==> config.mk <==
export PLATFORM = sky130hd
export DESIGN_NAME = oled_text_refresh
export DESIGN_NICKNAME = d
export VERILOG_FILES = /design/src/rtl/oled_text_refresh.sv
export SDC_FILE = /design/constraint.sdc
export NUM_CORES = 1
export LEC_CHECK = 0
export ABC_CLOCK_PERIOD_IN_PS = 3600
export CAP_MARGIN = 20
export CORE_UTILIZATION = 40
export CTS_CLUSTER_SIZE = 24
export DETAILED_ROUTE_END_ITERATION = 10
export HOLD_SLACK_MARGIN = 0.12
export PLACE_DENSITY = 0.61
export SLEW_MARGIN = 20
export SYNTH_ARGS = -nofsm -noshare
export SYNTH_HDL_FRONTEND = slang
export SYNTH_SLANG_ARGS = --single-unit
==> constraint.sdc <==
create_clock -name i_clk -period 3.6 [get_ports i_clk]
set_input_delay 0.9 -clock i_clk [delete_from_list [all_inputs] [get_ports i_clk]]
set_output_delay 0.9 -clock i_clk [all_outputs]
set_load 0.01 [all_outputs]
==> src/rtl/oled_text_refresh.sv <==
// 4x16 character frame buffer that streams the whole buffer to oled_cntrl,
// one byte per data_valid/done handshake, whenever its contents change.
module oled_text_refresh #(
   parameter int CHARS          = 64,
   parameter int ADDR_W         = 6,
   parameter int TIMEOUT_CYCLES = 2_000_000
) (
   input  logic              i_clk,
   input  logic              i_arst_n,
   input  logic              i_wr_en,
   input  logic [ADDR_W-1:0] i_wr_addr,
   input  logic [7:0]        i_wr_char,
   input  logic              i_clear,
   output logic              o_busy,
   output logic              o_frame_done,
   output logic              o_timeout,
   output logic [7:0]        o_oled_data,
   output logic              o_oled_data_valid,
   input  logic              i_oled_done
);

   localparam int                CNT_W    = (TIMEOUT_CYCLES > 1) ? $clog2(TIMEOUT_CYCLES) : 1;
   localparam logic [ADDR_W-1:0] LAST_IDX = ADDR_W'(CHARS - 1);
   localparam logic [CNT_W-1:0]  CNT_LAST = CNT_W'(TIMEOUT_CYCLES - 1);

   typedef enum logic [2:0] {
      CLEAR,
      WAIT_INIT,
      IDLE,
      FETCH,
      ISSUE,
      WAIT_DONE
   } state_t;

   state_t            state;
   state_t            state_next;
   logic [7:0]        buffer [CHARS];
   logic [ADDR_W-1:0] idx;
   logic              init_seen;
   logic              dirty;
   logic              clear_pend;
   logic [CNT_W-1:0]  wait_cnt;

   logic              wr_ok;
   logic              clear_last;
   logic              idle_clear;
   logic              idle_start;
   logic              char_done;
   logic              frame_last;
   logic              timeout_hit;

   always_comb begin
      wr_ok             = i_wr_en && (state != CLEAR) &&
                          ({1'b0, i_wr_addr} < (ADDR_W + 1)'(CHARS));
      clear_last        = (state == CLEAR) && (idx == LAST_IDX);
      idle_clear        = (state == IDLE) && (i_clear || clear_pend);
      idle_start        = (state == IDLE) && !i_clear && !clear_pend && dirty;
      char_done         = (state == WAIT_DONE) && i_oled_done;
      frame_last        = char_done && (idx == LAST_IDX);
      // a done arriving on the final count still completes the character
      timeout_hit       = (state == WAIT_DONE) && !i_oled_done && (wait_cnt == CNT_LAST);
      o_oled_data_valid = (state == ISSUE);
      o_busy            = (state != IDLE) && (state != WAIT_INIT);
      state_next        = state;
      unique case (state)
         CLEAR:     if (clear_last) state_next = init_seen ? IDLE : WAIT_INIT;
         WAIT_INIT: if (i_oled_done || init_seen) state_next = IDLE;
         IDLE: begin
            if (idle_clear)      state_next = CLEAR;
            else if (idle_start) state_next = FETCH;
         end
         FETCH:     state_next = ISSUE;
         ISSUE:     state_next = WAIT_DONE;
         WAIT_DONE: begin
            if (char_done)        state_next = frame_last ? IDLE : FETCH;
            else if (timeout_hit) state_next = IDLE;
         end
         default:   state_next = CLEAR;
      endcase
   end

   always_ff @(posedge i_clk or negedge i_arst_n) begin
      if (!i_arst_n) state <= CLEAR;
      else           state <= state_next;
   end

   always_ff @(posedge i_clk or negedge i_arst_n) begin
      if (!i_arst_n) begin
         idx          <= '0;
         init_seen    <= 1'b0;
         dirty        <= 1'b0;
         clear_pend   <= 1'b0;
         wait_cnt     <= '0;
         o_oled_data  <= '0;
         o_frame_done <= 1'b0;
         o_timeout    <= 1'b0;
      end else begin
         if (state == CLEAR)               idx <= clear_last ? '0 : idx + 1'b1;
         else if (idle_clear || idle_start) idx <= '0;
         else if (char_done && !frame_last) idx <= idx + 1'b1;

         if (i_oled_done && ((state == CLEAR) || (state == WAIT_INIT))) init_seen <= 1'b1;

         // a write landing on the frame-start cycle must win so it is not lost
         if (wr_ok || clear_last || timeout_hit) dirty <= 1'b1;
         else if (idle_start)                    dirty <= 1'b0;

         if (i_clear && (state != IDLE) && (state != CLEAR)) clear_pend <= 1'b1;
         else if (idle_clear)                                clear_pend <= 1'b0;

         if (state == ISSUE)                               wait_cnt <= '0;
         else if ((state == WAIT_DONE) && (wait_cnt != '1)) wait_cnt <= wait_cnt + 1'b1;

         if (state == FETCH) o_oled_data <= buffer[idx];

         o_frame_done <= frame_last;
         if (timeout_hit) o_timeout <= 1'b1;
      end
   end

   always_ff @(posedge i_clk) begin
      if (state == CLEAR) buffer[idx]       <= 8'h20;
      else if (wr_ok)     buffer[i_wr_addr] <= i_wr_char;
   end

endmodule

==> results of run 1 <==
[layout by cell type (no fill, tap or decap), drive strengths merged, types with 29 or more instances in the layout]
cell type and count:
nand2 50, a21oi 43, edfxtp 512, buf 129, a22oi 56, nand3 49
dfrtp 43, clkdlybuf4s50 29, nor2 106, mux2i 139, mux4 72, clkbuf 65
[worst paths after layout]
check,startpoint,to,slack [ps],depth (start not counted)
worst max-delay path,idx[0]$_DFFE_PN0P_,o_oled_data[6]$_DFFE_PN0P_,460,6
worst max register to register,idx[0]$_DFFE_PN0P_,o_oled_data[6]$_DFFE_PN0P_,460,6
min in group i_clk,o_timeout$_DFFE_PN0P_,o_timeout$_DFFE_PN0P_,470,1
worst min-delay path,i_arst_n,init_seen$_DFFE_PN0P_,300,1
max in group asynchronous,i_arst_n,idx[2]$_DFFE_PN0P_,2860,1
worst min register to register,o_timeout$_DFFE_PN0P_,o_timeout$_DFFE_PN0P_,470,1
[power breakdown]
part	internal [W]	leakage (nW)	total [W]	switching (W)
clock network	0.00339	0.890	0.00578	0.00239
logic	0.00196	2.58	0.00498	0.00302
registers	0.00776	5.24	0.00813	0.000365
[synth_stat cells (all sizes together) (3+ instances only)]
cell type	count	area (µm²)
edfxtp	512	15400
mux2i	139	1390
nor2	106	398
mux4	72	1710
a22oi	56	420
nand2	50	188
nand3	49	245
a21oi	43	219
dfrtp	43	1080
buf	38	239
clkbuf	33	124
and3	15	93.8
xor2	14	123
o21ai	13	65.1
o22ai	10	62.6
or3	9	56.3
a41oi	8	70.1
mux2	8	90.1
inv	7	26.3
nand2b	6	37.5
o31ai	6	45.0
nand4	5	31.3
nor3	5	25.0
a31oi	4	25.0
nor2b	4	25.0
o21a	4	30.0
and2	3	18.8
nand3b	3	22.5
xnor2	3	26.3
[area by class of cell]
class | count | area, µm²
Multi-Input combinational cell | 661 | 5670
Clock inverter | 38 | 368
Clock buffer | 65 | 1460
Tap cell | 748 | 936
Fill cell | 4651 | 29000
Sequential cell | 555 | 16500
Timing Repair Buffer | 158 | 1380
Inverter | 7 | 26.3
[worst max-delay path: cells and delay by family (launching register included)]
kind | cells | cell delay (ps)
mux | 2 | 1260
compound gates | 4 | 730
flops | 1 | 930
[metal layers]
layer / up-vias / GRT usage / part of all wire
met2: 446 / 0.302 / 0.48
met5: - / 0 / 0.00045
li1: 5461 / - / -
met4: 4 / 0.0637 / 0.025
met3: 82 / 0.0345 / 0.069
met1: 6246 / 0.265 / 0.43
[cell families (layout without fill, tap and decap cells)]
logic type,Yosys count,count (layout),synth area share
fa+ha+maj,2,2,0.00111
mux,219,219,0.142
xor+xnor,17,17,0.00662
simple gates,269,269,0.0559
buf+inv,78,268,0.0173
flops,555,555,0.732
compound gates,154,154,0.0452
[registers in the layout, indices dropped and copies added (netlist names)]
signal / count
buffer: 512
wait_cnt: 21
o_oled_data: 8
idx: 6
state: 3
clear_pend: 1
dirty: 1
init_seen: 1
o_frame_done: 1
o_timeout: 1
[per-stage QoR]
stage	utilization	std cells	cell area (µm²)	total power [W]	hold WS [ps]
finish	0.475	2232	26300	0.0189	299
global route	0.475	2232	26300	0.0196	325
CTS	0.475	2232	26300	0.0190	468
detailed placement	0.442	2129	24500	0.0133	457
global placement	0.442	2129	24500	0.0132	457
floorplan	-	1294	22500	0.0112	463
==> impl_metrics.env, run 1 <==
export IMPL_outcome="completed"
export IMPL_yosysSeqAreaShare=0.732
export IMPL_cp_max_fo=46
export IMPL_antenna_left=0
export IMPL_p_leak_nw=8.71
export IMPL_cts_sinks=555
export IMPL_crit_path_max_incr_delay_ps=930
export IMPL_synth_net_count=1315
export IMPL_grt_usage=0.190
export IMPL_core_area_mm2=0.0553
export IMPL_grt_setup_unrepaired="no"
export IMPL_grt_start_max_net_pins=65
export IMPL_globalplace_congestion=0.832
export IMPL_crit_path_end_kind="flip-flop"
export IMPL_dp_hpwl_um=33600
export IMPL_syn_instance_count=1294
export IMPL_drc=0
export IMPL_tns_ps=0
export IMPL_io_pins=31
export IMPL_antenna_found_initial=2
export IMPL_num_antenna_cells=0
export IMPL_drive_above_1_share=0.193
export IMPL_setup_viol=0
export IMPL_num_vias=12200
export IMPL_ys_ff_latch=555
export IMPL_dieArea_mm2=0.0572
export IMPL_cts_resized=0
export IMPL_drt_iter0_drc=1476
export IMPL_cp_slowest_cell="dfrtp_4"
export IMPL_cts_buffer_depth=3
export IMPL_grt_pass1_wl_um=79400
export IMPL_hold_violations=0
export IMPL_overflow=0
export IMPL_viasPerCell=5.48
export IMPL_worst_pin_slew_ps=975
export IMPL_clock_latency_ps=600
export IMPL_syn_area_per_cell_um2=17.4
export IMPL_cts_root_buf="clkbuf_16"
export IMPL_hold_path_class="primary input to asynchronous set/reset pin"
export IMPL_crit_type="flip-flop to flip-flop"
export IMPL_pre_cts_ws_ps=255
export IMPL_die_h_um=239
export IMPL_clkTransAtPathRegs_ps=60
export IMPL_synth_edff_count=512
export IMPL_p_per_area_mw_per_mm2=718
export IMPL_firstDrtPassIters=5
export IMPL_post_cts_buffers=0
export IMPL_clock_skew_ps=18.8
export IMPL_synth_async_sr_flop_share=0.0775
export IMPL_cp_required_ps=4030
export IMPL_path_cells="mux4_1 -> mux4_2 -> o22ai_1 -> a21oi_1 -> a21oi_1 -> a21oi_1"
export IMPL_io_buffers=30
export IMPL_wirelength_um=53500
export IMPL_ys_warn_count=0
export IMPL_max_cap_viol_count=0
export IMPL_hold_buffers=0
export IMPL_cts_tree="done"
export IMPL_post_route_min_period_ps=3140
export IMPL_rows=86
export IMPL_maxSlewViolCount=0
export IMPL_period_share=0.872
export IMPL_synthFlopType="edfxtp_1"
export IMPL_max_freq_mhz=319
export IMPL_die_x_um=239
export IMPL_peakVddDrop_mv=0.431
export IMPL_critPathArrivalTime_ps=3570
export IMPL_cts_htree_levels=2
export IMPL_cp_common_cell="a21oi_1"
export IMPL_layout_nets=1460
export IMPL_start_util=0.406
export IMPL_first_global_vias=12200
export IMPL_post_drt_wl_per_cell_um=24.0
export IMPL_synth_area_mm2=0.0225
export IMPL_synth_cell_types=54
export IMPL_start_kind="flip-flop"
export IMPL_fin_ws_ps=462
export IMPL_cts_buffers=56
export IMPL_syn_to_final_growth_pct=17.0
export IMPL_max_slew_margin_rel=0.348
No activity file was read; power rests on OpenSTA's default activity.
==> run 2, diff against run 1 <==
Settings changed: CORE_UTILIZATION 40 to 50, PLACE_DENSITY 0.61 to 0.72.
==> impl_metrics.env, run 2 (same netlist as run 1, synthesis figures left out) <==
export IMPL_hold_path_class="primary input to asynchronous set/reset pin"
export IMPL_drt_iter0_drc=1482
export IMPL_largest_register_ffs=512
export IMPL_grt_usage=0.225
export IMPL_cts_root_buf="clkbuf_16"
export IMPL_dp_cells=1951
export IMPL_viasPerCell=6.06
export IMPL_cts_buffers=52
export IMPL_post_cts_buffers=0
export IMPL_first_global_vias=12400
export IMPL_core_area_mm2=0.0443
export IMPL_p_per_area_mw_per_mm2=728
export IMPL_die_x_um=214
export IMPL_drive_above_1_share=0.178
export IMPL_cts_sinks=555
export IMPL_max_freq_mhz=291
export IMPL_rows=77
export IMPL_fin_area_mm2=0.0260
export IMPL_num_vias=12400
export IMPL_num_antenna_cells=0
export IMPL_wirelength_um=51400
export IMPL_firstDrtPassIters=5
export IMPL_post_drt_wl_per_cell_um=25.1
export IMPL_grt_setup_unrepaired="no"
export IMPL_overflow=0
export IMPL_max_flop_register="buffer"
export IMPL_worst_hold_slack_ps=322
export IMPL_period_share=0.955
export IMPL_cp_max_fo=20
export IMPL_cts_buffer_depth=3
export IMPL_drc=0
export IMPL_peakVddDrop_mv=0.503
export IMPL_p_leak_nw=8.58
export IMPL_internal_power_w=0.0132
export IMPL_pwr_share_clk=0.311
export IMPL_syn_to_final_growth_pct=15.5
export IMPL_max_slew_margin_rel=0.357
export IMPL_clkTransAtPathRegs_ps=70
export IMPL_tns_ps=0
export IMPL_start_kind="flip-flop"
export IMPL_maxSlewViolCount=0
export IMPL_layout_nets=1434
export IMPL_dieArea_mm2=0.0458
export IMPL_clock_latency_ps=590
export IMPL_start_util=0.507
export IMPL_cts_resized=0
export IMPL_pwr_share_seq=0.432
export IMPL_hold_buffers=0
export IMPL_p_sw_frac=0.301
export IMPL_mostFrequentLayoutCell="edfxtp_1"
export IMPL_final_cell_mix="edfxtp_1, mux2i_1, nor2_1"
export IMPL_cts_tree="done"
export IMPL_io_buffers=30
export IMPL_p_sw_w=0.00570
export IMPL_pre_cts_ws_ps=157
export IMPL_dp_hpwl_um=31200
export IMPL_die_h_um=214
export IMPL_cp_required_ps=2700
export IMPL_cts_htree_levels=2
export IMPL_setup_viol=0
export IMPL_post_route_min_period_ps=3440
export IMPL_worst_pin_slew_ps=958
export IMPL_max_cap_viol_count=0
export IMPL_clock_skew_ps=22.5
export IMPL_crit_path_end_kind="output port"
export IMPL_io_pins=31
export IMPL_combPwrFrac=0.257
export IMPL_reg_top3="buffer (512), wait_cnt (21), o_oled_data (8)"
export IMPL_outcome="completed"
export IMPL_crit_type="flip-flop to output port"
export IMPL_antenna_left=0
export IMPL_dpl_instance_area_mm2=0.0241
export IMPL_critPathArrivalTime_ps=2540
export IMPL_fin_ws_ps=163
export IMPL_antenna_found_initial=0
export IMPL_globalplace_congestion=0.857
export IMPL_grt_pass1_wl_um=77600
export IMPL_instances_no_fill=2049
export IMPL_grt_start_max_net_pins=65
export IMPL_hold_violations=0
==> run 2: changes by cell type in the layout (fill, tap and decap cells not counted), sizes merged <==
cell,before,now
buf,129,107
clkinv,26,18
bufinv,7,11
clkbuf,65,63
clkinvlp,4,6
inv,8,7
==> run 2: layout make-up <==
cell class                      count  area, µm²
Inverter                            7       26.3
Timing Repair Buffer              136       1220
Clock buffer                       63       1390
Multi-Input combinational cell    661       5670
Tap cell                          592        741
Sequential cell                   555      16500
Fill cell                        3274      18400
Clock inverter                     35        465
==> run 2: per-stage QoR <==
stage / utilization / power, W
after floorplan: - / 0.0112
after global placement: 0.544 / 0.0130
after detailed placement: 0.544 / 0.0131
after CTS: 0.586 / 0.0189
after global routing: 0.586 / 0.0195
final: 0.586 / 0.0189
==> run 2: critical path, stage by stage (launching register included) <==
cell             delay, ps
dfrtp_1                460
buf_4                  220
nand2b_1               290
nor2_1                 150
buf_4                  260
clkdlybuf4s50_1        580
==> run 2: path summary, 6_finish.rpt <==
path | slack, ps | endpoint | startpoint | depth (start not counted)
setup / recovery | 160 | o_oled_data_valid | state[1]$_DFFE_PN0P_ | 5
hold / removal | 320 | wait_cnt[3]$_DFFE_PN0P_ | i_arst_n | 1
setup reg to reg | 460 | o_oled_data[4]$_DFFE_PN0P_ | idx[4]$_DFFE_PN0P_ | 8
hold reg to reg | 480 | o_timeout$_DFFE_PN0P_ | o_timeout$_DFFE_PN0P_ | 1
max in group asynchronous | 2820 | idx[2]$_DFFE_PN0P_ | i_arst_n | 1
min in group i_clk | 480 | o_timeout$_DFFE_PN0P_ | o_timeout$_DFFE_PN0P_ | 1
==> run 2: power by group through the flow <==
| stage | Clock [W] | Combinational (W) | Sequential [W] |
|---|---|---|---|
| final | 0.00588 | 0.00486 | 0.00817 |
| after global routing | 0.00620 | 0.00514 | 0.00820 |
| after CTS | 0.00594 | 0.00480 | 0.00816 |
| after detailed placement | 0 | 0.00477 | 0.00829 |
| after global placement | 0 | 0.00470 | 0.00828 |
| after floorplan | 0 | 0.00317 | 0.00803 |
==> run 2: layer usage <==
layer,GRT usage,part of all wire
met5,0,0
met4,0.0624,0.025
met3,0.0411,0.083
met2,0.362,0.48
met1,0.318,0.41
==> run 3, diff against run 2 <==
Settings changed: GPL_TIMING_DRIVEN from default to 0.
==> impl_metrics.env, run 3 (same netlist as run 1, synthesis figures left out) <==
export IMPL_clock_latency_ps=600
export IMPL_hold_path_class="primary input to asynchronous set/reset pin"
export IMPL_firstDrtPassIters=6
export IMPL_rows=77
export IMPL_dp_hpwl_um=33000
export IMPL_violations="negative setup slack"
export IMPL_fill_cells=3332
export IMPL_crit_type="flip-flop to flip-flop"
export IMPL_post_route_min_period_ps=3600
export IMPL_layout_nets=1403
export IMPL_ff2ff_setup_slack_ps=-4
export IMPL_dpl_instance_area_mm2=0.0236
export IMPL_regArea_mm2=0.0165
export IMPL_cp_required_ps=3820
export IMPL_wirelength_um=51500
export IMPL_timing_critical_path_from="state[1]$_DFFE_PN0P_"
export IMPL_die_x_um=214
export IMPL_io_pins=31
export IMPL_p_leak_nw=8.28
export IMPL_fin_ws_ps=-4.26
export IMPL_pre_cts_ws_ps=-300
export IMPL_fin_area_mm2=0.0255
export IMPL_crit_family="simple AND/OR/NAND/NOR gates"
export IMPL_overflow=0
export IMPL_num_vias=12300
export IMPL_num_antenna_cells=0
export IMPL_multi_input_area_mm2=0.00568
export IMPL_grt_usage=0.226
export IMPL_cp_common_cell="clkbuf_1"
export IMPL_path_cells="clkbuf_1 -> o31ai_1 -> clkbuf_1 -> nand3_1 -> o21ai_0 -> nand2_1 -> nor2_1"
export IMPL_drc=0
export IMPL_cts_root_buf="clkbuf_16"
export IMPL_largest_register_ffs=512
export IMPL_grt_pass1_wl_um=76700
export IMPL_max_slew_margin_rel=0.441
export IMPL_setup_viol=8
export IMPL_core_area_mm2=0.0443
export IMPL_worst_hold_slack_ps=270
export IMPL_viasPerCell=6.11
export IMPL_cts_sinks=555
export IMPL_critical_path_buf_inv_count=2
export IMPL_start_kind="flip-flop"
export IMPL_antenna_left=0
export IMPL_cts_tree="done"
export IMPL_grt_start_max_net_pins=65
export IMPL_critPathCapture="buffer[60][7]$_DFFE_PP_"
export IMPL_r2r_cells=7
export IMPL_dieArea_mm2=0.0458
export IMPL_cp_max_fo=10
export IMPL_cp_slowest_cell="o31ai_1"
export IMPL_drt_iter0_drc=1292
export IMPL_post_drt_wl_per_cell_um=25.5
export IMPL_mostFrequentLayoutCell="edfxtp_1"
export IMPL_cts_buffers=53
export IMPL_p_per_area_mw_per_mm2=742
export IMPL_post_route_util=0.575
export IMPL_clock_skew_ps=31.7
export IMPL_hold_violations=0
export IMPL_final_cell_mix="edfxtp_1, mux2i_1, nor2_1"
export IMPL_max_cap_viol_count=0
export IMPL_worst_pin_slew_ps=835
export IMPL_critPathArrivalTime_ps=3830
export IMPL_reg_top3="buffer (512), wait_cnt (21), o_oled_data (8)"
export IMPL_period_share=1.00
export IMPL_crit_path_max_incr_delay_ps=750
export IMPL_grt_setup_unrepaired="yes"
export IMPL_globalplace_congestion=0.954
export IMPL_cts_htree_levels=2
export IMPL_critical_path_depth=7
export IMPL_first_global_vias=12200
export IMPL_r2r_end="buffer[60][7]$_DFFE_PP_"
export IMPL_crit_path_end_kind="flip-flop"
export IMPL_drive_above_1_share=0.131
export IMPL_start_util=0.507
export IMPL_clkTransAtPathRegs_ps=60
export IMPL_max_flop_register="buffer"
export IMPL_io_buffers=30
export IMPL_hold_buffers=0
export IMPL_outcome="complete, but fails checks"
export IMPL_max_freq_mhz=277
export IMPL_rr_startpoint="state[1]$_DFFE_PN0P_"
export IMPL_peakVddDrop_mv=0.416
export IMPL_maxSlewViolCount=0
export IMPL_syn_to_final_growth_pct=13.3
export IMPL_die_h_um=214
export IMPL_antenna_found_initial=0
export IMPL_cts_buffer_depth=3
-- run 3: metrics by stage --
| step | setup TNS (ps) | instances | power (W) |
|---|---|---|---|
| after detailed placement | -90040 | 1919 | 0.0131 |
| final | -24.9 | 2017 | 0.0189 |
| after global routing | -8260 | 2017 | 0.0195 |
| after global placement | -342940 | 1916 | 0.0129 |
| after floorplan | 0 | 1294 | 0.0112 |
| after CTS | 0 | 2017 | 0.0189 |
-- run 3: power by group --
group	total (W)	switching, W	internal, W
sequential	0.00795	0.000176	0.00777
clock	0.00591	0.00235	0.00356
combinational	0.00506	0.00325	0.00181
-- run 3: worst min path at each step --
stage,startpoint,endpoint,slack (ps),cells past startpoint
floorplan,wait_cnt[20]$_DFFE_PN0P_,wait_cnt[20]$_DFFE_PN0P_,460,2
global placement,o_timeout$_DFFE_PN0P_,o_timeout$_DFFE_PN0P_,450,1
detailed placement,o_timeout$_DFFE_PN0P_,o_timeout$_DFFE_PN0P_,450,1
CTS,i_arst_n,wait_cnt[9]$_DFFE_PN0P_,280,1
global route,i_arst_n,wait_cnt[9]$_DFFE_PN0P_,300,1
finish,i_arst_n,wait_cnt[9]$_DFFE_PN0P_,270,1
-- run 3: cell type report --
class,instances,area share
multi-input combinational,661,0.223
inverter,7,0.00103
buffer,71,0.0144
clock buffer,68,0.0571
sequential,555,0.646
tap,592,0.0291
clock inverter,30,0.0154
timing repair buffer,33,0.0145
-- run 3: routing by layer --
layer	GRT usage	vias to the layer above	wire, µm
li1	-	5342	-
met1	0.322	6330	21100
met2	0.363	569	24900
met3	0.0357	92	4170
met4	0.0657	0	1300
met5	0	-	0
-- run 3: what timing repair did --
action | 4_1_cts | 5_1_grt
setup buffers | 0 | 0
gates resized for setup | 1 | 3
cloned | 0 | 0
endpoints found under the hold margin | 0 | 0
setup endpoints to repair | 1 | 121
